$ cat config.mk
export PLATFORM = sky130hd
export DESIGN_NAME = controle_busca_raio
export DESIGN_NICKNAME = d
export VERILOG_FILES = /design/src/rtl/controle_busca_raio.sv
export SDC_FILE = /design/constraint.sdc
export NUM_CORES = 1
export LEC_CHECK = 0
export CORE_ASPECT_RATIO = 2
export CORE_UTILIZATION = 35
export DETAILED_ROUTE_END_ITERATION = 6
export PLACE_DENSITY_LB_ADDON = 0.2
export SETUP_SLACK_MARGIN = 0.3
export SYNTH_ARGS = -nofsm -noshare
export SYNTH_HDL_FRONTEND = slang
export SYNTH_SLANG_ARGS = --single-unit
$ cat constraint.sdc
create_clock -name clock -period 17.7 [get_ports clock]
set_clock_uncertainty 0.15 [all_clocks]
set_input_delay 1.77 -clock clock [delete_from_list [all_inputs] [get_ports clock]]
set_output_delay 1.77 -clock clock [all_outputs]
set_load 0.01 [all_outputs]
$ cat src/rtl/controle_busca_raio.sv
// Sequencer for the four quadrant searchers: grows the shared radius ring by ring and reports the closest hit.
// Optional BUSCA watchdog with erroTimeout output is built in when BUSCA_TIMEOUT_EN is defined.
module controle_busca_raio #(
  parameter int TamanhoMalha     = 20,
  parameter int tamanhoDistancia = 8,
  parameter int RaioInicial      = 1
) (
  input  logic                             clock,
  input  logic                             reset,
  input  logic                             iniciar,
  input  logic [3:0]                       quadFimRaio,
  input  logic [3:0]                       quadFinalizado,
  input  logic [3:0][tamanhoDistancia-1:0] quadDist,
  input  logic [3:0][tamanhoDistancia-1:0] quadX,
  input  logic [3:0][tamanhoDistancia-1:0] quadY,
  output logic [tamanhoDistancia-1:0]      raio,
  output logic                             raioAtualizado,
  output logic [3:0]                       enableQuad,
  output logic                             ocupado,
  output logic                             concluido,
  output logic                             encontrado,
  output logic [tamanhoDistancia-1:0]      melhorDist,
  output logic [tamanhoDistancia-1:0]      melhorX,
  output logic [tamanhoDistancia-1:0]      melhorY,
  output logic [1:0]                       melhorQuad
`ifdef BUSCA_TIMEOUT_EN
  ,
  output logic                             erroTimeout
`endif
);

  localparam logic [tamanhoDistancia-1:0] SEM_CAND = '1;
  localparam logic [tamanhoDistancia-1:0] RAIO_MAX = tamanhoDistancia'(TamanhoMalha - 1);
  localparam logic [tamanhoDistancia-1:0] RAIO_INI = tamanhoDistancia'(RaioInicial);

  typedef enum logic [2:0] {IDLE, BUSCA, AVALIA, ATUALIZA, SINCRONIZA, SELECIONA, FIM} estado_t;

  estado_t estado, proximo;

  logic [3:0]                  ativo, achou, finaliza, candidato, ativo_av, achou_av;
  logic                        fim_ok, timeout, sel_vld;
  logic [1:0]                  sel_quad;
  logic [tamanhoDistancia-1:0] sel_dist;

  always_comb begin
    candidato = '0;
    for (int i = 0; i < 4; i++) candidato[i] = (quadDist[i] != SEM_CAND);
    fim_ok   = &(quadFimRaio | ~ativo);
    finaliza = ativo & quadFinalizado;
    ativo_av = ativo & ~finaliza;
    achou_av = achou | (ativo & candidato);
  end

  // strict '<' keeps the lowest index on equal distances
  always_comb begin
    sel_vld  = 1'b0;
    sel_quad = 2'd0;
    sel_dist = SEM_CAND;
    for (int i = 0; i < 4; i++) begin
      if (achou[i] && (!sel_vld || quadDist[i] < sel_dist)) begin
        sel_vld  = 1'b1;
        sel_quad = 2'(i);
        sel_dist = quadDist[i];
      end
    end
  end

`ifdef BUSCA_TIMEOUT_EN
  localparam int LIMITE = TamanhoMalha * TamanhoMalha + 8;
  localparam int CW     = $clog2(LIMITE + 1);
  logic [CW-1:0] cnt_busca;

  always_ff @(posedge clock) begin
    if (reset || estado != BUSCA) cnt_busca <= '0;
    else                          cnt_busca <= cnt_busca + 1'b1;
  end

  assign timeout = (estado == BUSCA) && (cnt_busca == CW'(LIMITE - 1));
`else
  assign timeout = 1'b0;
`endif

  always_ff @(posedge clock) begin
    if (reset) estado <= IDLE;
    else       estado <= proximo;
  end

  always_comb begin
    proximo   = estado;
    ocupado   = (estado != IDLE) && (estado != FIM);
    concluido = (estado == FIM);
    case (estado)
      IDLE:       if (iniciar) proximo = BUSCA;
      BUSCA:      if (timeout) proximo = SELECIONA;
                  else if (fim_ok) proximo = AVALIA;
      AVALIA:     proximo = (|achou_av || ativo_av == 4'b0000 || raio >= RAIO_MAX) ? SELECIONA : ATUALIZA;
      ATUALIZA:   proximo = SINCRONIZA;
      SINCRONIZA: proximo = BUSCA;
      SELECIONA:  proximo = FIM;
      FIM:        proximo = IDLE;
      default:    proximo = IDLE;
    endcase
  end

  always_ff @(posedge clock) begin
    if (reset) begin
      raio           <= '0;
      raioAtualizado <= 1'b0;
      enableQuad     <= 4'b0000;
      ativo          <= 4'b0000;
      achou          <= 4'b0000;
      encontrado     <= 1'b0;
      melhorDist     <= SEM_CAND;
      melhorX        <= '0;
      melhorY        <= '0;
      melhorQuad     <= 2'd0;
`ifdef BUSCA_TIMEOUT_EN
      erroTimeout    <= 1'b0;
`endif
    end else begin
      raioAtualizado <= 1'b0;
      case (estado)
        IDLE: if (iniciar) begin
          raio       <= RAIO_INI;
          enableQuad <= 4'b1111;
          ativo      <= 4'b1111;
          achou      <= 4'b0000;
          encontrado <= 1'b0;
`ifdef BUSCA_TIMEOUT_EN
          erroTimeout <= 1'b0;
`endif
        end
        BUSCA: if (timeout) begin
          achou <= 4'b0000;
`ifdef BUSCA_TIMEOUT_EN
          erroTimeout <= 1'b1;
`endif
        end
        // enable drops here so a finished searcher never sees the next radius pulse
        AVALIA: begin
          ativo      <= ativo_av;
          enableQuad <= enableQuad & ~finaliza;
          achou      <= achou_av;
        end
        ATUALIZA: begin
          raio           <= raio + 1'b1;
          raioAtualizado <= 1'b1;
        end
        SELECIONA: begin
          enableQuad <= 4'b0000;
          encontrado <= sel_vld;
          if (sel_vld) begin
            melhorDist <= sel_dist;
            melhorX    <= quadX[sel_quad];
            melhorY    <= quadY[sel_quad];
            melhorQuad <= sel_quad;
          end else begin
            melhorDist <= SEM_CAND;
          end
        end
        default: ;
      endcase
    end
  end

endmodule
=== Word level (Yosys, flattened, before mapping) ===
Index checks and enable logic that the tools add are counted.

* Register bits: 51
* Bits of input ports: 107
* Output and inout port bits: 42
* Word-level logic and storage cells: 95

* Multiplexer cells: 30
* Reductions and logical operators: 27
* $lt $le $gt $ge: 5
* Eq/ne operators: 13
* Add/subtract/negate cells: 1
* Bitwise operators: 8

{| class="wikitable"
|+ Operators by type and width
! cell !! count
|-
| $mux 8 || 8
|-
| $bmux 8 s2 || 2
|-
| $ne 8x8->1 const B || 4
|-
| $lt 8x8->1 || 3
|-
| $pmux 3 s6 || 1
|-
| $and 4x4->4 || 4
|-
| $pmux 4 s2 || 2
|-
| $pmux 8 s2 || 1
|-
| $pmux 4 s3 || 1
|-
| $reduce_and 2->1 || 6
|-
| $eq 3x3->1 const B || 3
|-
| $mux 3 || 3
|-
| $add 8x1->8 const B || 1
|-
| $ge 8x5->1 const B || 1
|-
| $mux 4 || 2
|-
| $not 4->4 || 2
|-
| $or 4x4->4 || 2
|-
| $mux 1 || 7
|-
| $eq 3x2->1 const B || 2
|-
| $reduce_bool 2->1 || 3
|-
| $reduce_bool 3->1 || 2
|-
| $logic_or 1x1->1 || 5
|-
| $logic_and 1x1->1 || 4
|-
| $logic_not 4->1 || 1
|-
| 10 further kinds || 14
|}

=== Logic depth before layout (Yosys ltp) ===
Gate-level depths: netlist (run 1).

* Word-level depth: 15
* Mapped depth: 30
* Mapped depth without buffers: 26

=== Least setup slack after synthesis (run 1) ===
Ideal clock, no wire load.

* Path type: input to register
* Start: input quadDist[3] (netlist bit)
* End: register melhorX[0]
* Path slack: 10.434 ns
* Data arrival time: 7.036 ns
* Cell stages on the path: 26
* Path buffers: 3
* Library setup time: 0.080 ns
* Data required time: 17.470 ns
* Path through: nor2b_1 -> ha_1 -> a21oi_1 -> a211o_1 -> a21oi_2 -> o21ai_0 -> nand2_1 -> buf_2 -> mux2_2 -> ha_1 -> nand2_1 -> a2bb2oi_1 -> o211ai_1 -> o311ai_4 -> buf_6 -> nor2_1 -> a21oi_1 -> ha_1 -> a2111oi_0 -> inv_1 -> o41ai_1 -> a31o_2 -> nand2_4 -> buf_2 -> mux2i_1 -> a211oi_2

* Word-level cells in the longest chain between the ends: 15
* Elaborated cells on any way between the ends: 23
* Those cells by class: order compare (3); mux (11); reduce/logical (9)

{| class="wikitable"
|+ Ends and longest elaborated chain
! element !! RTL line !! source
|-
| start, declared || 13 || <nowiki>input logic [3:0][tamanhoDistancia-1:0] quadDist,</nowiki>
|-
| $mux 8 (*) || 60 || <nowiki>if (achou[i] && (!sel_vld || quadDist[i] < sel_dist)) begin</nowiki>
|-
| $lt 8x8->1 || 60 ||
|-
| $logic_or 1x1->1 || 60 ||
|-
| $logic_and 1x1->1 || 60 ||
|-
| $mux 8 or $mux 1 (tied branches) || 60 ||
|-
| $lt 8x8->1 or $logic_not 1->1 (tied branches) || 60 ||
|-
| $logic_or 1x1->1 || 60 ||
|-
| $logic_and 1x1->1 || 60 ||
|-
| $mux 8 or $mux 1 (tied branches) || 60 ||
|-
| $lt 8x8->1 or $logic_not 1->1 (tied branches) || 60 ||
|-
| $logic_or 1x1->1 || 60 ||
|-
| $logic_and 1x1->1 || 60 ||
|-
| $mux 2 || 60 ||
|-
| $bmux 8 s2 || 154 || <nowiki>melhorX <= quadX[sel_quad];</nowiki>
|-
| $mux 8 (not written as such) || 154 ||
|-
| end signal, assigned || 154 ||
|-
| end, declared || 23 || <nowiki>output logic [tamanhoDistancia-1:0] melhorX,</nowiki>
|}

Every way passes the cells marked *; elsewhere a longest branch is shown, timed or not. The select of a mux whose other input is x is not followed.
A chain may end at the register's enable or synchronous reset.

=== Final worst setup path (run 1) ===
* Start: input quadDist[3] (netlist bit)
* End: register melhorDist[7]

* Word-level cells in the longest chain between the ends: 14
* Elaborated cells on any way between the ends: 19
* Those cells by class: order compare (3); mux (8); reduce/logical (8)

{| class="wikitable"
|+ Ends and longest elaborated chain
! element !! RTL line !! source
|-
| $mux 8 (*) || 60 ||
|-
| $lt 8x8->1 || 60 ||
|-
| $logic_or 1x1->1 || 60 ||
|-
| $logic_and 1x1->1 || 60 ||
|-
| $mux 8 or $mux 1 (tied branches) || 60 ||
|-
| $lt 8x8->1 or $logic_not 1->1 (tied branches) || 60 ||
|-
| $logic_or 1x1->1 || 60 ||
|-
| $logic_and 1x1->1 || 60 ||
|-
| $mux 8 or $mux 1 (tied branches) || 60 ||
|-
| $lt 8x8->1 or $logic_not 1->1 (tied branches) || 60 ||
|-
| $logic_or 1x1->1 || 60 ||
|-
| $logic_and 1x1->1 || 60 ||
|-
| $mux 8 or $mux 1 (tied branches) || 60 ||
|-
| $mux 8 (*) || 152 || <nowiki>if (sel_vld) begin</nowiki>
|-
| end signal, assigned || 153 || <nowiki>melhorDist <= sel_dist;</nowiki>
|-
| end, declared || 22 || <nowiki>output logic [tamanhoDistancia-1:0] melhorDist,</nowiki>
|}

Every way passes the cells marked *; elsewhere a longest branch is shown, timed or not.

==> results of run 1 <==
==> routing by layer <==
layer  vias up  track usage
met3        30      0.04111
met5         -            0
met4         0       0.1238
met1      1814       0.2086
met2       127       0.4128
li1       1870            -
==> cell type report <==
type / count / share of cell area
Clock buffer: 8 / 0.02979
Inverter: 32 / 0.02288
Multi-Input combinational cell: 342 / 0.4373
Sequential cell: 51 / 0.1945
Tap cell: 132 / 0.03146
Timing Repair Buffer: 150 / 0.2841
==> logic make-up after synthesis <==
family	count (synthesis)
compound gates	131
fa+ha+maj	21
buf+inv	54
flops	51
mux	40
simple gates	150
==> final timing paths <==
| path | from | to | slack [ns] | cells past startpoint |
|---|---|---|---|---|
| setup / recovery | quadDist[3] | melhorDist[7] | 8.99 | 26 |
| hold / removal | encontrado | encontrado | 0.32 | 2 |
| setup reg to reg | achou[0] | melhorDist[7] | 10.27 | 25 |
| hold reg to reg | encontrado | encontrado | 0.32 | 2 |
==> power groups by stage <==
stage / registers [mW] / clock network (mW) / logic (mW)
after floorplan: 0.128 / 0 / 0.0642
after global placement: 0.129 / 0 / 0.109
after detailed placement: 0.129 / 0 / 0.111
after CTS: 0.127 / 0.105 / 0.111
after global routing: 0.128 / 0.109 / 0.122
final: 0.127 / 0.103 / 0.111
==> critical path: stages <==
cell and delay (ns):
clkdlybuf4s50_1 0.44, nor2b_1 0.21, ha_1 0.28, a21oi_1 0.24, a211o_1 0.19, a21oi_2 0.05
o21ai_0 0.17, nand2_1 0.60, mux2_2 0.53, ha_1 0.30, a21oi_1 0.14, a2bb2oi_1 0.18
o211ai_1 0.18, o21bai_1 0.25, o311ai_4 0.10, buf_4 0.45, nor2_1 0.08, a21oi_1 0.20
ha_1 0.28, a2111oi_0 0.64, inv_1 0.12, o41ai_1 0.33, a31o_2 0.25, nand2_4 0.22
and2_0 0.38, a21oi_1 0.20
==> cells in the mapped netlist (10+ instances only) <==
master    instances  share of area
clkbuf_1         13          0.014
dfxtp_1          51           0.29
nand4_1          10          0.018
nand2_1          41          0.043
inv_1            32          0.034
a211oi_2         10          0.035
nand3_1          11          0.016
o22ai_1          12          0.021
ha_1             21          0.074
mux2i_1          33          0.093
nor2_1           53          0.056
a21oi_1          53          0.075
o21ai_0          13          0.018
==> per-stage QoR <==
step           worst slack (ns)  instance area (um2)  total power [mW]  cells
6_report                  8.987                 5250            0.3405    715
5_1_grt                   8.486                 5250            0.3590    715
4_1_cts                   8.955                 5250            0.3430    715
3_5_place_dp              8.654                 5094            0.2400    707
3_3_place_gp              8.920                 5094            0.2379    707
2_1_floorplan             10.43                 3550            0.1923    447
==> placed cells by master, fill, tap and decap left out, types with 2 or more instances in the layout <==
master	count
ha_1	21
nand2b_1	8
and3_1	2
or3_1	2
nor3_1	4
nand3_1	11
nand4_1	10
buf_4	2
a211oi_1	8
a211oi_2	10
o21ai_0	13
clkbuf_8	2
mux2i_1	33
nand2_1	41
nor2_1	53
o211ai_1	4
clkdlybuf4s50_1	147
a22oi_1	4
a21oi_2	2
a21o_1	7
a311oi_1	3
clkbuf_16	5
o22ai_1	12
mux2_2	7
nor2b_1	8
a21oi_1	52
o21a_1	2
dfxtp_1	51
o311ai_4	2
inv_1	32
and2_1	3
==> sequential cells by signal, summed over array words and instances, names as in the netlist <==
signal / cells
melhorQuad: 2
raioAtualizado: 1
melhorDist: 8
estado: 3
melhorX: 8
encontrado: 1
achou: 4
raio: 8
ativo: 4
melhorY: 8
enableQuad: 4
==> results.py, run 1 <==
metrics = {
    "status": {
        "status": "finished clean",
    },
    "timing": {
        "fin_tns_setup_ns": 0,
        "holdWs_ns": 0.3220,
        "fmax_mhz": 114.8,
        "min_period_over_period": 0.4923,
        "final_max_slew_viol_count": 0,
        "fin_crit_ns": 8.713,
        "rsz0062_at_grt": "no",
        "maxSlewHeadroom": 0.3317,
        "setup_viol": 0,
        "hold_violations": 0,
        "worstMarginPinSlew_ns": 1.000,
    },
    "critical_path": {
        "crit_required_ns": 17.77,
        "cp_max_fo": 33,
        "cp-start-kind": "input port",
        "arrival_ns": 8.78,
        "crit_path_end_kind": "flip-flop",
        "crit_type": "in2reg",
    },
    "clocking": {
        "numCtsBuffers": 5,
        "root_buffer": "clkbuf_16",
        "cts_sinks": 51,
        "clk_latency_ns": 0.29,
        "tritoncts": "yes",
        "post-cts-setup-buffer-count": 0,
        "path_clk_slew_ns": 0.07,
        "hold_buffers": 0,
        "cts_resized": 0,
        "cts_max_path_buffers": 2,
        "htreeDepth": 2,
    },
    "floorplanning": {
        "coreArea_um2": 9763,
        "num_rows": 51,
        "die_area_um2": 10570,
        "die_x_um": 73.21,
        "die_h_um": 144.4,
        "io_pins": 149,
        "initial_utilization": 0.3636,
    },
    "logic_synthesis": {
        "yosys_warnings": 0,
        "synth_top_family_by_area": "compound AO/OA/AOI/OAI gates",
        "netlist_instances": 447,
        "synth-adder-area-share": 0.07402,
        "synth_nets": 575,
        "synth-xor-area-share": 0,
        "async_flop_share": 0,
        "synth-simple-area-share": 0.1977,
        "synth.distinct_cells": 53,
        "syn_avg_cell_area_um2": 7.941,
        "syn_area_um2": 3550,
        "synthMuxAreaShare": 0.1153,
        "synth_compound_area_frac": 0.2587,
        "yosys_most_used_dff": "dfxtp_1",
        "synth_edf_count": 0,
        "synth_seq_cells": 51,
        "ys_seq_area_frac": 0.2876,
    },
    "route": {
        "met1Wirelength_mm": 3.953,
        "antenna_left": 0,
        "dr.pass1.iters": 5,
        "wirelength_mm": 11.42,
        "drt_iter0_markers": 147,
        "wl_met2_mm": 6.450,
        "drc": 0,
        "viasPerCell": 5.372,
        "top_layer": "met4",
        "vias": 3841,
        "wl_per_cell_um": 15.97,
        "wl_met3_um": 578,
    },
    "power": {
        "p_switching_uw": 104.7,
        "power_frac_comb": 0.325,
        "p_int_uw": 235.9,
        "peakVddDrop_v": 0.00004782,
        "power_frac_seq": 0.372,
        "pwr_density_cell_nw_per_um2": 64.87,
        "power_leakage_nw": 2.190,
        "clkPwrFrac": 0.303,
        "p_sw_frac": 0.3073,
    },
    "cells_and_area": {
        "fin_util": 0.5377,
        "fillers": 950,
        "diodes": 0,
        "multiInputGateArea_um2": 2296,
        "seq_area_um2": 1021,
        "drive_gt1_frac": 0.06346,
        "fin_nets": 710,
        "area_delta_synth_final_pct": 47.90,
    },
    "global_route": {
        "grt_pass1_wl_mm": 17.67,
        "grt_max_degree": 45,
        "antenna_found_initial": 0,
        "track_usage": 0.2168,
        "grt_pass1_vias": 3896,
        "grt.overflow.total": 0,
    },
    "flow_run": {
        "max_cap_violations": 0,
    },
    "placement": {
        "portBuffers": 148,
        "detailed_place_hpwl_mm": 8.976,
        "gp_congestion": 0.8623,
    },
    "worst_hold_path": {
        "hold_path_class": "reg2reg",
    },
}
No activity file was read; power rests on OpenSTA's default activity.
==> run 2: changes to the inputs <==
- clock period: 17.7 -> 8.6 ns (I/O delays scaled with it)
==> results.py, run 2 (synthesis gave the netlist of run 1 again) <==
metrics = {
    "critical_path": {
        "cp_max_fo": 25,
        "crit_top_cell": "a21oi_1",
        "crit_path_end_kind": "flip-flop",
        "crit_slowest_cell": "a211oi_4",
        "crit_type": "in2reg",
        "arrival_ns": 7.13,
        "crit_required_ns": 8.65,
        "cp-start-kind": "input port",
        "cp_slowest_stage_delay_ns": 0.67,
        "r2r_setup_slack_ns": 1.92,
    },
    "route": {
        "wl_per_cell_um": 16.07,
        "viasPerCell": 5.279,
        "antenna_left": 0,
        "vias": 3780,
        "drc": 0,
        "dr.pass1.iters": 4,
        "wirelength_mm": 11.50,
        "drt_iter0_markers": 151,
    },
    "timing": {
        "min_period_over_period": 0.8237,
        "fmax_mhz": 141.2,
        "fin_ws_ns": 1.517,
        "final_max_slew_viol_count": 0,
        "maxSlewHeadroom": 0.3044,
        "hold_violations": 0,
        "fin_tns_setup_ns": 0,
        "fin_crit_ns": 7.083,
        "setup_viol": 0,
        "rsz0062_at_grt": "no",
        "worstMarginPinSlew_ns": 1.043,
    },
    "clocking": {
        "clk_latency_ns": 0.29,
        "cts_max_path_buffers": 2,
        "post-cts-setup-buffer-count": 0,
        "cts_sinks": 51,
        "path_clk_slew_ns": 0.07,
        "tritoncts": "yes",
        "htreeDepth": 2,
        "hold_buffers": 0,
        "numCtsBuffers": 5,
        "cts_resized": 0,
        "root_buffer": "clkbuf_16",
    },
    "cells_and_area": {
        "diodes": 0,
        "seq_area_um2": 1021,
        "multiInputGateArea_um2": 2296,
        "fin_cells": 716,
        "fin_nets": 711,
        "fillers": 968,
        "area_delta_synth_final_pct": 47.80,
        "drive_gt1_frac": 0.06678,
        "final_cell_mix": "147 x clkdlybuf4s50_1, 53 x nor2_1, 52 x a21oi_1",
        "layout_commonest_cell": "clkdlybuf4s50_1",
    },
    "status": {
        "status": "finished clean",
    },
    "power": {
        "power_leakage_nw": 2.183,
        "peakVddDrop_v": 0.0001009,
        "pwr_density_cell_nw_per_um2": 130.6,
    },
    "floorplanning": {
        "die_h_um": 144.4,
        "num_rows": 51,
        "die_x_um": 73.21,
        "initial_utilization": 0.3636,
        "die_area_um2": 10570,
        "io_pins": 149,
        "coreArea_um2": 9763,
    },
    "flow_run": {
        "max_cap_violations": 0,
    },
    "global_route": {
        "track_usage": 0.2147,
        "antenna_found_initial": 0,
        "grt.overflow.total": 0,
        "grt_max_degree": 45,
        "grt_pass1_wl_mm": 17.36,
        "grt_pass1_vias": 3747,
    },
    "placement": {
        "detailed_place_hpwl_mm": 9.050,
        "dp_cells": 708,
        "portBuffers": 148,
        "gp_congestion": 0.8826,
        "dp_slack_ns": 1.255,
    },
    "worst_hold_path": {
        "hold_path_class": "reg2reg",
    },
}
## run 2: cell types whose count changed in the layout (fill, tap and decap cells not counted), sizes merged
cell,before,now
buf,3,4
clkbuf,8,5
clkinv,0,1
clkinvlp,0,2
## run 2: layer usage
layer,track usage,share of wire
met1,0.1950,0.35
met2,0.4235,0.56
met3,0.04042,0.049
met4,0.1197,0.041
met5,0,0
## run 2: layout make-up
cell class	count	share of cell area
multi-input cells	342	0.4376
repair buffers	151	0.2857
well taps	132	0.03148
flip-flops and latches	51	0.1946
clock buffers	5	0.02385
clock inverters	3	0.003816
inverters	32	0.02290
## run 2: power breakdown
| group | leakage (nW) | internal (mW) | switching, mW |
|---|---|---|---|
| Combinational | 1.70 | 0.113 | 0.115 |
| Clock | 0.0658 | 0.107 | 0.0881 |
| Sequential | 0.414 | 0.248 | 0.0127 |
## run 2: path summary, 6_finish.rpt
check,startpoint,endpoint,depth (start not counted)
worst max-delay path,quadDist[3],melhorY[2],27
worst min register to register,encontrado,encontrado,2
worst max register to register,achou[0],melhorY[2],26
worst min-delay path,encontrado,encontrado,2
## run 2: worst max-delay path, delay by kind of cell
family,cells,cell delay (ns)
AO/OA/AOI/OAI,16,3.58
buffers and inverters,2,0.80
adder cells (fa/ha/maj),3,0.80
AND/OR/NAND/NOR,5,0.66
multiplexers,1,0.40
## run 2: per-stage QoR
step | cell area [um2] | hold slack (ns) | util | power [mW]
3_3_place_gp | 5101 | 0.3088 | 0.5225 | 0.4906
2_1_floorplan | 3550 | 0.2959 | - | 0.3957
4_1_cts | 5246 | 0.3253 | 0.5374 | 0.6916
3_5_place_dp | 5101 | 0.3130 | 0.5225 | 0.4943
5_1_grt | 5246 | 0.3474 | 0.5374 | 0.7243
6_report | 5246 | 0.3189 | 0.5374 | 0.6849
